<file path="src/rtl/gpmc_pkg.sv">
`default_nettype none
// ============================================================================
//  Module      : gpmc_pkg
//  Description : Shared constants and state encoding for the synchronous
//                GPMC initiator.
//  Revision    : 1.0 - initial release
// ============================================================================
package gpmc_pkg;

    // Width of the multiplexed address/data bus.
    localparam int AD_WIDTH = 16;

    // Width of the per-phase tick counter (covers WRITE_TICKS/READ_LATENCY up to 255).
    localparam int CNT_WIDTH = 8;

    // Idle level of every active-low GPMC strobe.
    localparam logic CTRL_INACTIVE = 1'b1;

    // Bus cycle states.
    typedef logic [2:0] state_t;
    localparam state_t S_IDLE  = 3'd0;
    localparam state_t S_ADDR  = 3'd1;
    localparam state_t S_WDATA = 3'd2;
    localparam state_t S_RDATA = 3'd3;
    localparam state_t S_END   = 3'd4;

endpackage
`default_nettype wire

</file>
<file path="src/rtl/gpmc_sync_master.sv">
`default_nettype none
// ============================================================================
//  Module      : gpmc_sync_master
//  Description : Synchronous GPMC initiator issuing single-beat multiplexed
//                address/data reads and writes from a req/ack user port.
//                gpmc_clk = clk/2; all bus outputs are registered and only
//                change on the clk edge where gpmc_clk rises.
//  Revision    : 1.0 - initial release
// ============================================================================
module gpmc_sync_master
    import gpmc_pkg::*;
#(
    parameter int ADDR_WIDTH   = 16,
    parameter int DATA_WIDTH   = 16,
    parameter int WRITE_TICKS  = 1,
    parameter int READ_LATENCY = 2
) (
    input  logic                  clk,
    input  logic                  rst_n,
    input  logic                  req,
    input  logic                  we,
    input  logic [ADDR_WIDTH-1:0] addr,
    input  logic [DATA_WIDTH-1:0] wdata,
    output logic                  busy,
    output logic                  ack,
    output logic [DATA_WIDTH-1:0] rdata,
    output logic                  gpmc_clk,
    output logic                  gpmc_csn,
    output logic                  gpmc_advn,
    output logic                  gpmc_oen,
    output logic                  gpmc_wen,
    output logic [AD_WIDTH-1:0]   gpmc_ad_out,
    output logic                  gpmc_ad_oe,
    input  logic [AD_WIDTH-1:0]   gpmc_ad_in
);

    localparam logic [CNT_WIDTH-1:0] WR_LAST = CNT_WIDTH'(WRITE_TICKS - 1);
    localparam logic [CNT_WIDTH-1:0] RD_LAST = CNT_WIDTH'(READ_LATENCY - 1);

    logic                  gclk_q;
    logic                  busy_q;
    logic                  ack_q;
    logic                  we_q;
    logic [ADDR_WIDTH-1:0] addr_q;
    logic [DATA_WIDTH-1:0] wdata_q;
    logic [DATA_WIDTH-1:0] rdata_q;
    state_t                state_q, state_d;
    logic [CNT_WIDTH-1:0]  cnt_q, cnt_d;
    logic                  csn_q, advn_q, oen_q, wen_q, ad_oe_q;
    logic [AD_WIDTH-1:0]   ad_out_q;

    // gpmc_clk is low before a rise tick and high before a fall edge.
    logic w_rise, w_fall, w_accept, w_enter_end;
    assign w_rise      = ~gclk_q;
    assign w_fall      = gclk_q;
    assign w_accept    = ~busy_q & req;
    assign w_enter_end = w_rise && (state_d == S_END) && (state_q != S_END);

    // Next-state and tick-counter logic; the FSM only advances on rise ticks.
    always_comb begin
        state_d = state_q;
        cnt_d   = cnt_q;
        if (w_rise) begin
            case (state_q)
                S_IDLE:  if (busy_q) state_d = S_ADDR;
                S_ADDR: begin
                    state_d = we_q ? S_WDATA : S_RDATA;
                    cnt_d   = '0;
                end
                S_WDATA: begin
                    if (cnt_q == WR_LAST) state_d = S_END;
                    else                  cnt_d   = cnt_q + 1'b1;
                end
                S_RDATA: begin
                    if (cnt_q == RD_LAST) state_d = S_END;
                    else                  cnt_d   = cnt_q + 1'b1;
                end
                // busy_q set here means a request was accepted during END.
                S_END:   state_d = busy_q ? S_ADDR : S_IDLE;
                default: state_d = S_IDLE;
            endcase
        end
    end

    // Clock divider, FSM state and tick counter.
    always_ff @(posedge clk or negedge rst_n) begin
        if (!rst_n) begin
            gclk_q  <= 1'b0;
            state_q <= S_IDLE;
            cnt_q   <= '0;
        end else begin
            gclk_q  <= ~gclk_q;
            state_q <= state_d;
            cnt_q   <= cnt_d;
        end
    end

    // User port: request capture, busy flag and completion pulse.
    always_ff @(posedge clk or negedge rst_n) begin
        if (!rst_n) begin
            busy_q  <= 1'b0;
            ack_q   <= 1'b0;
            we_q    <= 1'b0;
            addr_q  <= '0;
            wdata_q <= '0;
        end else begin
            ack_q <= w_enter_end;
            if (w_accept) begin
                busy_q  <= 1'b1;
                we_q    <= we;
                addr_q  <= addr;
                wdata_q <= wdata;
            end else if (w_enter_end) begin
                busy_q  <= 1'b0;
            end
        end
    end

    // Read data is sampled on the fall edge of the last read tick.
    always_ff @(posedge clk or negedge rst_n) begin
        if (!rst_n) begin
            rdata_q <= '0;
        end else if (w_fall && (state_q == S_RDATA) && (cnt_q == RD_LAST)) begin
            rdata_q <= DATA_WIDTH'(gpmc_ad_in);
        end
    end

    // Registered bus outputs decoded from the state being entered, so every
    // strobe is glitch-free and only moves on rise ticks.
    always_ff @(posedge clk or negedge rst_n) begin
        if (!rst_n) begin
            csn_q    <= CTRL_INACTIVE;
            advn_q   <= CTRL_INACTIVE;
            oen_q    <= CTRL_INACTIVE;
            wen_q    <= CTRL_INACTIVE;
            ad_oe_q  <= 1'b0;
            ad_out_q <= '0;
        end else if (w_rise) begin
            csn_q    <= CTRL_INACTIVE;
            advn_q   <= CTRL_INACTIVE;
            oen_q    <= CTRL_INACTIVE;
            wen_q    <= CTRL_INACTIVE;
            ad_oe_q  <= 1'b0;
            ad_out_q <= '0;
            case (state_d)
                S_ADDR: begin
                    csn_q    <= ~CTRL_INACTIVE;
                    advn_q   <= ~CTRL_INACTIVE;
                    ad_oe_q  <= 1'b1;
                    ad_out_q <= AD_WIDTH'(addr_q);
                end
                S_WDATA: begin
                    csn_q    <= ~CTRL_INACTIVE;
                    wen_q    <= ~CTRL_INACTIVE;
                    ad_oe_q  <= 1'b1;
                    ad_out_q <= AD_WIDTH'(wdata_q);
                end
                // Bus released from the first read tick for turnaround.
                S_RDATA: begin
                    csn_q    <= ~CTRL_INACTIVE;
                    oen_q    <= ~CTRL_INACTIVE;
                end
                default: ;
            endcase
        end
    end

    assign busy        = busy_q;
    assign ack         = ack_q;
    assign rdata       = rdata_q;
    assign gpmc_clk    = gclk_q;
    assign gpmc_csn    = csn_q;
    assign gpmc_advn   = advn_q;
    assign gpmc_oen    = oen_q;
    assign gpmc_wen    = wen_q;
    assign gpmc_ad_oe  = ad_oe_q;
    assign gpmc_ad_out = ad_out_q;

endmodule
`default_nettype wire

</file>
<file path="config.mk">
export PLATFORM = sky130hd
export DESIGN_NAME = gpmc_sync_master
export DESIGN_NICKNAME = d
export VERILOG_FILES = /design/src/rtl/gpmc_pkg.sv /design/src/rtl/gpmc_sync_master.sv
export SDC_FILE = /design/constraint.sdc
export NUM_CORES = 1
export LEC_CHECK = 0
export CAP_MARGIN = 40
export CORE_MARGIN = 3
export CORE_UTILIZATION = 48
export DETAILED_ROUTE_END_ITERATION = 16
export PLACE_DENSITY = 0.85
export SLEW_MARGIN = 15
export SYNTH_ARGS = -nofsm -noshare
export SYNTH_HDL_FRONTEND = slang
export SYNTH_SLANG_ARGS = --single-unit
</file>
<file path="constraint.sdc">
create_clock -name clk -period 2.8 [get_ports clk]
set_input_delay 0.7 -clock clk [delete_from_list [all_inputs] [get_ports clk]]
set_output_delay 0.7 -clock clk [all_outputs]
set_load 0.01 [all_outputs]
</file>
### Yosys cells after proc, flatten, opt, wreduce, memory -nomap -nowiden

Cells that the tools add are included.

* logic and storage cells: 60
* bits in registers: 84
* input bits: 52

* equal/unequal tests: 12
* reductions and logical operators: 11
* mux-type cells: 18
* bitwise gates (word level): 3
* $add $sub $neg: 1

Operator list (count)
* one-hot mux 16 bit (2 select lines): 1
* one-hot mux 8 bit (3 select lines): 1
* 2-to-1 mux 8 bit: 2
* one-hot mux 3 bit (5 select lines): 1
* == test 3 x 2 -> 1 bit, second input constant: 4
* 2-to-1 mux 3 bit: 4
* 2-to-1 mux 1 bit: 9
* adder 8 x 1 -> 8 bit, second input constant: 1
* == test 8 x 1 -> 1 bit, second input constant: 1
* logical NOT 8 bit: 1
* == test 3 x 1 -> 1 bit, second input constant: 2
* == test 3 bit, second input constant: 2
* logical AND 1 bit: 4
* != test 2 bit, second input constant: 2
* AND reduction 4 bit: 1
* logical NOT 3 bit: 1
* != test 3 bit, second input constant: 1
* nonzero test 3 bit: 1
* OR reduction 3 bit: 1
* NOT 1 bit: 2
* nonzero test 2 bit: 1
* OR reduction 2 bit: 1
* AND 1 bit: 1

### Depth between registers and ports, before layout

Gate-level depths: netlist of run 1.

* depth in word-level cells: 9
* gate-level depth with buffers: 8
* depth with buffers taken out: 7

### Least setup slack after synthesis of run 1

Ideal clock, no wire load.

* path type: flip-flop to flip-flop
* start: register cnt_q[2]
* end: register rdata_q[0] (netlist: rdata[0])
* setup time: 125 ps
* data arrival time: 1936 ps
* cell stages (with the launch flop): 7
* period minus slack after synthesis: 2061 ps
* buffers on the path: 2
* slack: 739 ps
* path through: dfrtp_1 -> nor4_4 -> nand2_2 -> or4_4 -> buf_6 -> buf_12 -> mux2_4

* cells in the longest elaborated chain, start to end: 2

RTL lines
* from (decl): line gpmc_sync_master.sv:48 `logic [CNT_WIDTH-1:0] cnt_q, cnt_d;`
* from (signal assigned): line gpmc_sync_master.sv:94 `cnt_q <= cnt_d;`
* == test 8 x 1 -> 1 bit: line gpmc_sync_master.sv:123 `end else if (w_fall && (state_q == S_RDATA) && (cnt_q == RD_LAST)) begin`
* logical AND 1 bit: line gpmc_sync_master.sv:123
* to (signal assigned): line gpmc_sync_master.sv:124 `rdata_q <= DATA_WIDTH'(gpmc_ad_in);`
* to (decl): line gpmc_sync_master.sv:46 `logic [DATA_WIDTH-1:0] rdata_q;`

No other way between the ends.
A chain may end at the register's enable or synchronous reset.

### Worst setup path after layout of run 1

* start: register gclk_q (netlist: gpmc_clk)
* end: output port gpmc_clk

RTL lines
* from (decl): line gpmc_sync_master.sv:40 `logic gclk_q;`
* from (signal assigned): line gpmc_sync_master.sv:92 `gclk_q <= ~gclk_q;`
* to (decl): line gpmc_sync_master.sv:27 `output logic gpmc_clk,`

No word-level cell between the ends.

==> flow_metrics.env, run 1 <==
export IMPL_status="finished clean"
export IMPL_ctsHoldBuffers=0
export IMPL_drc=0
export IMPL_drv_slew=0
export IMPL_overflow=0
export IMPL_ir_drop_uv=610
export IMPL_r2r_end="cnt_q[6]"
export IMPL_synth_yosys_seq_area_share_pct=59.7
export IMPL_wl_um=7290
export IMPL_synthFlopType="dfrtp_1"
export IMPL_netSwitchingFraction_pct=29.2
export IMPL_yosysTopAreaCell="dfrtp_1"
export IMPL_relSlewSlack_pct=57.2
export IMPL_dp_slack_ns=0.611
export IMPL_cp_required_ns=2.10
export IMPL_async_flop_share_pct=100
export IMPL_synthCells=258
export IMPL_yosys_warnings=0
export IMPL_worstReg2RegStart="cnt_q[0]"
export IMPL_post_cts_buffers=0
export IMPL_synth_nets=313
export IMPL_clockBufferDepth=2
export IMPL_skew_ns=0.0139
export IMPL_start_util_pct=50.8
export IMPL_drt_iter0_drc=90
export IMPL_drive_above_1_share_pct=22.5
export IMPL_crit_start="gpmc_clk"
export IMPL_p_int_mw=3.24
export IMPL_synth_area_leaders="dfrtp_1 (57%), mux2_2 (12%), mux2_4 (4.3%)"
export IMPL_critPathKind="reg2out"
export IMPL_dieArea_um2=8420
export IMPL_power_density_nw_per_um2=963
export IMPL_via_per_inst=5.27
export IMPL_cp_arrival_ns=1.70
export IMPL_clkLatencyLatePin_ns=0.35
export IMPL_syn_to_final_growth_pct=34.5
export IMPL_cts_buffers=9
export IMPL_die_w_um=91.8
export IMPL_end_kind="primary output"
export IMPL_fin_setup_tns_ns=0
export IMPL_rsz0062_at_grt="no"
export IMPL_hold_viol=0
export IMPL_critPathBufInv=1
export IMPL_clock_fmax_mhz=417
export IMPL_path_cells="clkdlybuf4s50_1"
export IMPL_final_util_pct=68.4
export IMPL_syn_area_per_cell_um2=13.7
export IMPL_antenna_found_initial=0
export IMPL_port_buffer_count=91
export IMPL_drt_first_pass_iters=4
export IMPL_power_leakage_nw=2.17
export IMPL_max_stage_delay_ns=0.71
export IMPL_hold_path_class="in2async"
export IMPL_cts_tree="built"
export IMPL_path_clk_slew_ns=0.08
export IMPL_drt_antenna_violating_nets=0
export IMPL_cts_sinks=84
export IMPL_yosysTopAreaCellShare_pct=56.7
export IMPL_critical_path_startpoint_type="flop"
export IMPL_cp_slowest_cell="dfrtp_1"
export IMPL_pin_count=92
export IMPL_grt_pass1_wl_um=12200
export IMPL_ys_seq_elements=84
export IMPL_seqPwrFrac_pct=45.5
export IMPL_holdWs_ns=0.372
export IMPL_maxCapViolCount=0
export IMPL_final_nets=410
export IMPL_fp_row_count=30
export IMPL_synth_edf_count=0
export IMPL_post_cts_resized=0
export IMPL_path_delay_family="flip-flops"
export IMPL_wl_per_cell_um=16.0
export IMPL_htree_levels=3
export IMPL_power_frac_comb_pct=36.0
export IMPL_grt_total_usage_pct=18.3
export IMPL_diodes=0
export IMPL_p_clk_share_pct=18.5
export IMPL_netlist_area_um2=3530
export IMPL_switchingPower_mw=1.34
export IMPL_grt_max_degree=54
export IMPL_die_y_um=91.8
export IMPL_tightest_slew_ns=0.642
export IMPL_setup_slack_ns=0.402
export IMPL_setup_viol=0
export IMPL_via_count=2405
export IMPL_period_share_pct=85.6
export IMPL_core_area_um2=6940
export IMPL_gp_congestion=0.782
export IMPL_yosys_cell_types_count=38
export IMPL_hpwlAfterDp_um=5260
export IMPL_first_global_vias=2480
export IMPL_cts_root_buf="clkbuf_8"
export IMPL_fin_crit_ns=2.40
export IMPL_cp_max_fo=15
export IMPL_r2r_cells=7
export IMPL_r2r_slack_ns=0.63
## routing by layer
layer  wire [um]  global-route usage, %  part of all wire [%]
met4          54                   4.83                  0.74
met3         524                   6.56                   7.2
met2        3510                   29.5                    48
met5           0                      0                     0
met1        3200                   23.4                    44
## metrics by stage
step / instances / area (um^2) / power, mW
4_1_cts: 456 / 4750 / 4.62
2_1_floorplan: 258 / 3530 / 2.98
3_5_place_dp: 440 / 4550 / 3.76
5_1_grt: 456 / 4750 / 4.85
6_report: 456 / 4750 / 4.57
3_3_place_gp: 440 / 4550 / 3.68
## how the worst max path moves through the flow
stage | end | depth (start not counted)
2_1_floorplan | rdata[0] | 6
3_3_place_gp | wdata_q[11] | 4
3_5_place_dp | addr_q[6] | 4
4_1_cts | gpmc_clk | 1
5_1_grt | gpmc_clk | 1
6_report | gpmc_clk | 1
## cell usage in the layout, fill, tap and decap left out, types with 8 or more instances in the layout
cell and instances:
a21o_1 17, a22o_1 16, buf_4 8, clkbuf_8 10
clkdlybuf4s50_1 90, dfrtp_1 80, inv_1 8, mux2_2 39
mux2_4 10, nor2_1 8, o21ai_0 11
## cell usage after synthesis, types with 2 or more instances
cell type / instances
and2_1: 3
nand2b_1: 3
o31ai_1: 4
nand2_1: 6
dfstp_2: 4
a22o_1: 16
dfrtp_1: 80
a21o_1: 17
nor2b_1: 3
o21a_1: 2
nor2_1: 8
o41ai_1: 2
nand3_1: 6
mux2_4: 10
and3_1: 2
a31oi_1: 2
clkbuf_1: 9
ha_1: 3
inv_1: 8
o21ai_0: 11
nor3_1: 2
mux2_2: 39
a21oi_1: 3
## power groups by stage
stage / Clock [mW] / Sequential [mW] / Combinational, mW
6_report: 0.846 / 2.08 / 1.65
5_1_grt: 0.918 / 2.16 / 1.78
4_1_cts: 0.869 / 2.08 / 1.67
3_5_place_dp: 0 / 2.10 / 1.66
3_3_place_gp: 0 / 2.08 / 1.61
2_1_floorplan: 0 / 2.12 / 0.861
## state kept, by name (all words and copies together), names as in the netlist
| signal | cells |
|---|---|
| addr_q | 16 |
| gpmc_ad_out | 16 |
| rdata | 16 |
| wdata_q | 16 |
| cnt_q | 8 |
| state_q | 3 |
| ack | 1 |
| busy | 1 |
| gpmc_ad_oe | 1 |
| gpmc_advn | 1 |
| gpmc_clk | 1 |
| gpmc_csn | 1 |
| gpmc_oen | 1 |
| gpmc_wen | 1 |
| we_q | 1 |
## cells by family (layout without fill, tap and decap cells)
group | after synthesis | in the layout | share of synthesized area [%]
flops | 84 | 84 | 59.7
compound gates | 62 | 62 | 12.9
mux | 50 | 50 | 17.0
simple gates | 39 | 39 | 6.52
buf+inv | 20 | 122 | 2.84
fa+ha+maj | 3 | 3 | 1.06
## final cells by class
| class | count | area (um^2) |
|---|---|---|
| fillers | 527 | 2200 |
| flip-flops and latches | 84 | 2110 |
| multi-input cells | 154 | 1330 |
| repair buffers | 98 | 961 |
| clock buffers | 12 | 145 |
| well taps | 96 | 120 |
| clock inverters | 4 | 50.0 |
| inverters | 8 | 30.0 |
## worst reg2reg max path: cells and delay by family, from the launching register on
| kind | cells | cell delay (ns) |
|---|---|---|
| AND/OR/NAND/NOR | 3 | 0.64 |
| AO/OA/AOI/OAI | 2 | 0.69 |
| adder cells (fa/ha/maj) | 1 | 0.19 |
| buffers and inverters | 1 | 0.07 |
| flip-flops | 1 | 0.45 |
Power figures use the tool's default switching activity.
==> run 2, diff against run 1 <==
--- a/config.mk
+++ b/config.mk
@@ -5,11 +5,12 @@
 export SDC_FILE = /design/constraint.sdc
 export NUM_CORES = 1
 export LEC_CHECK = 0
+export ABC_CLOCK_PERIOD_IN_PS = 2970
 export CAP_MARGIN = 40
 export CORE_MARGIN = 3
-export CORE_UTILIZATION = 48
+export CORE_UTILIZATION = 52
 export DETAILED_ROUTE_END_ITERATION = 16
-export PLACE_DENSITY = 0.85
+export PLACE_DENSITY = 0.91
 export SLEW_MARGIN = 15
 export SYNTH_ARGS = -nofsm -noshare
 export SYNTH_HDL_FRONTEND = slang
==> constraint.sdc (replaced) <==
create_clock -name clk -period 2.97 [get_ports clk]
set_input_delay 0.7425 -clock clk [delete_from_list [all_inputs] [get_ports clk]]
set_output_delay 0.7425 -clock clk [all_outputs]
set_load 0.01 [all_outputs]
==> run 2 against run 1 <==
Effect of this change:
- sequential cell count unchanged
- die area is 7.2% lower
- total power is 5.2% lower
==> flow_metrics.env, run 2 (synthesized netlist as in run 1, its figures left out) <==
export IMPL_wl_per_cell_um=18.0
export IMPL_rsz0062_at_grt="no"
export IMPL_layout_commonest_cell="clkdlybuf4s50_1"
export IMPL_seqPwrFrac_pct=45.5
export IMPL_antenna_found_initial=0
export IMPL_critPathKind="reg2out"
export IMPL_post_cts_buffers=0
export IMPL_fin_setup_tns_ns=0
export IMPL_cts_tree="built"
export IMPL_path_cells="clkdlybuf4s50_1"
export IMPL_first_global_vias=2609
export IMPL_p_int_mw=3.03
export IMPL_cp_slowest_cell="clkdlybuf4s50_1"
export IMPL_drc=0
export IMPL_htree_levels=3
export IMPL_grt_pass1_wl_um=12600
export IMPL_use_met3_pct=4.84
export IMPL_power_leakage_nw=2.16
export IMPL_netSwitchingFraction_pct=30.0
export IMPL_r2r_cells=5
export IMPL_relSlewSlack_pct=65.0
export IMPL_power_frac_comb_pct=36.2
export IMPL_fin_crit_ns=2.29
export IMPL_status="finished clean"
export IMPL_via_per_inst=5.68
export IMPL_r2r_slack_ns=0.81
export IMPL_power_density_nw_per_um2=919
export IMPL_tightest_slew_ns=0.521
export IMPL_fp_row_count=29
export IMPL_post_cts_resized=0
export IMPL_layout_common_cells="clkdlybuf4s50_1 (90), dfrtp_1 (80), mux2_2 (39)"
export IMPL_grt_busiest_layer="met2"
export IMPL_path_clk_slew_ns=0.09
export IMPL_skew_ns=0.0110
export IMPL_drt_antenna_violating_nets=0
export IMPL_worstReg2RegStart="cnt_q[2]"
export IMPL_grtUsageMet1_pct=26.8
export IMPL_drt_iter0_drc=139
export IMPL_cts_sinks=84
export IMPL_die_w_um=88.4
export IMPL_hold_viol=0
export IMPL_overflow=0
export IMPL_cts_root_buf="clkbuf_8"
export IMPL_switchingPower_mw=1.30
export IMPL_clock_fmax_mhz=437
export IMPL_cp_arrival_ns=1.55
export IMPL_core_area_um2=6460
export IMPL_p_clk_share_pct=18.3
export IMPL_end_kind="primary output"
export IMPL_cp_max_fo=10
export IMPL_drt_first_pass_iters=4
export IMPL_pin_count=92
export IMPL_dieArea_um2=7810
export IMPL_ir_drop_uv=533
export IMPL_cp_required_ns=2.23
export IMPL_drive_above_1_share_pct=21.8
export IMPL_maxCapViolCount=0
export IMPL_ctsHoldBuffers=0
export IMPL_drv_slew=0
export IMPL_finalPower_mw=4.34
export IMPL_diodes=0
export IMPL_die_y_um=88.4
export IMPL_cts_buffers=9
export IMPL_grt_max_degree=53
export IMPL_max_stage_delay_ns=0.62
export IMPL_final_nets=407
export IMPL_critical_path_startpoint_type="flop"
export IMPL_via_count=2466
export IMPL_gp_congestion=0.832
export IMPL_syn_to_final_growth_pct=33.7
export IMPL_r2r_end="gpmc_ad_out[4]"
export IMPL_hpwlAfterDp_um=5530
export IMPL_clockBufferDepth=2
export IMPL_port_buffer_count=91
export IMPL_met2_usage_pct=34.8
export IMPL_wl_um=7820
export IMPL_start_util_pct=54.6
export IMPL_critPathBufInv=1
export IMPL_path_delay_family="buffers and inverters"
export IMPL_clkLatencyLatePin_ns=0.34
export IMPL_setup_viol=0
export IMPL_period_share_pct=77.1
export IMPL_hold_path_class="in2async"
export IMPL_grt_total_usage_pct=21.1
==> run 2: cell type report <==
cell class | instances | area, um^2
sequential | 84 | 2110
clock inverter | 5 | 61.3
timing repair buffer | 95 | 958
fill | 432 | 1740
inverter | 8 | 30.0
multi-input combinational | 154 | 1330
clock buffer | 11 | 131
tap | 77 | 96.3
==> run 2: worst max path at each step <==
stage	end	start	slack (ns)	cells after the start
2_1_floorplan	rdata[0]	cnt_q[2]	0.91	6
3_3_place_gp	wdata_q[13]	req	0.77	4
3_5_place_dp	addr_q[11]	req	0.74	4
4_1_cts	gpmc_clk	gpmc_clk	0.67	1
5_1_grt	gpmc_clk	gpmc_clk	0.62	1
6_report	gpmc_clk	gpmc_clk	0.68	1
==> run 2: stage by stage <==
step | worst slack [ns] | instances | utilization, % | cell area [um^2] | hold WS, ns
detailed placement | 0.742 | 418 | 70.1 | 4530 | 0.463
CTS | 0.667 | 434 | 73.1 | 4720 | 0.339
floorplan | 0.909 | 258 | - | 3530 | 0.445
global placement | 0.765 | 417 | 69.6 | 4500 | 0.454
finish | 0.679 | 434 | 73.1 | 4720 | 0.342
global route | 0.625 | 434 | 73.1 | 4720 | 0.347
==> run 2: power by group through the flow <==
stage          clock (mW)  sequential (mW)  combinational (mW)
2_1_floorplan           0             2.00               0.811
3_3_place_gp            0             1.95                1.51
3_5_place_dp            0             1.99                1.58
4_1_cts             0.817             1.97                1.59
5_1_grt             0.871             2.04                1.71
6_report            0.792             1.97                1.57
==> run 2: routing by layer <==
| layer | vias up | part of all wire, % |
|---|---|---|
| li1 | 1121 | - |
| met1 | 1229 | 41 |
| met2 | 104 | 51 |
| met3 | 12 | 6.5 |
| met4 | 0 | 1.9 |
| met5 | - | 0 |
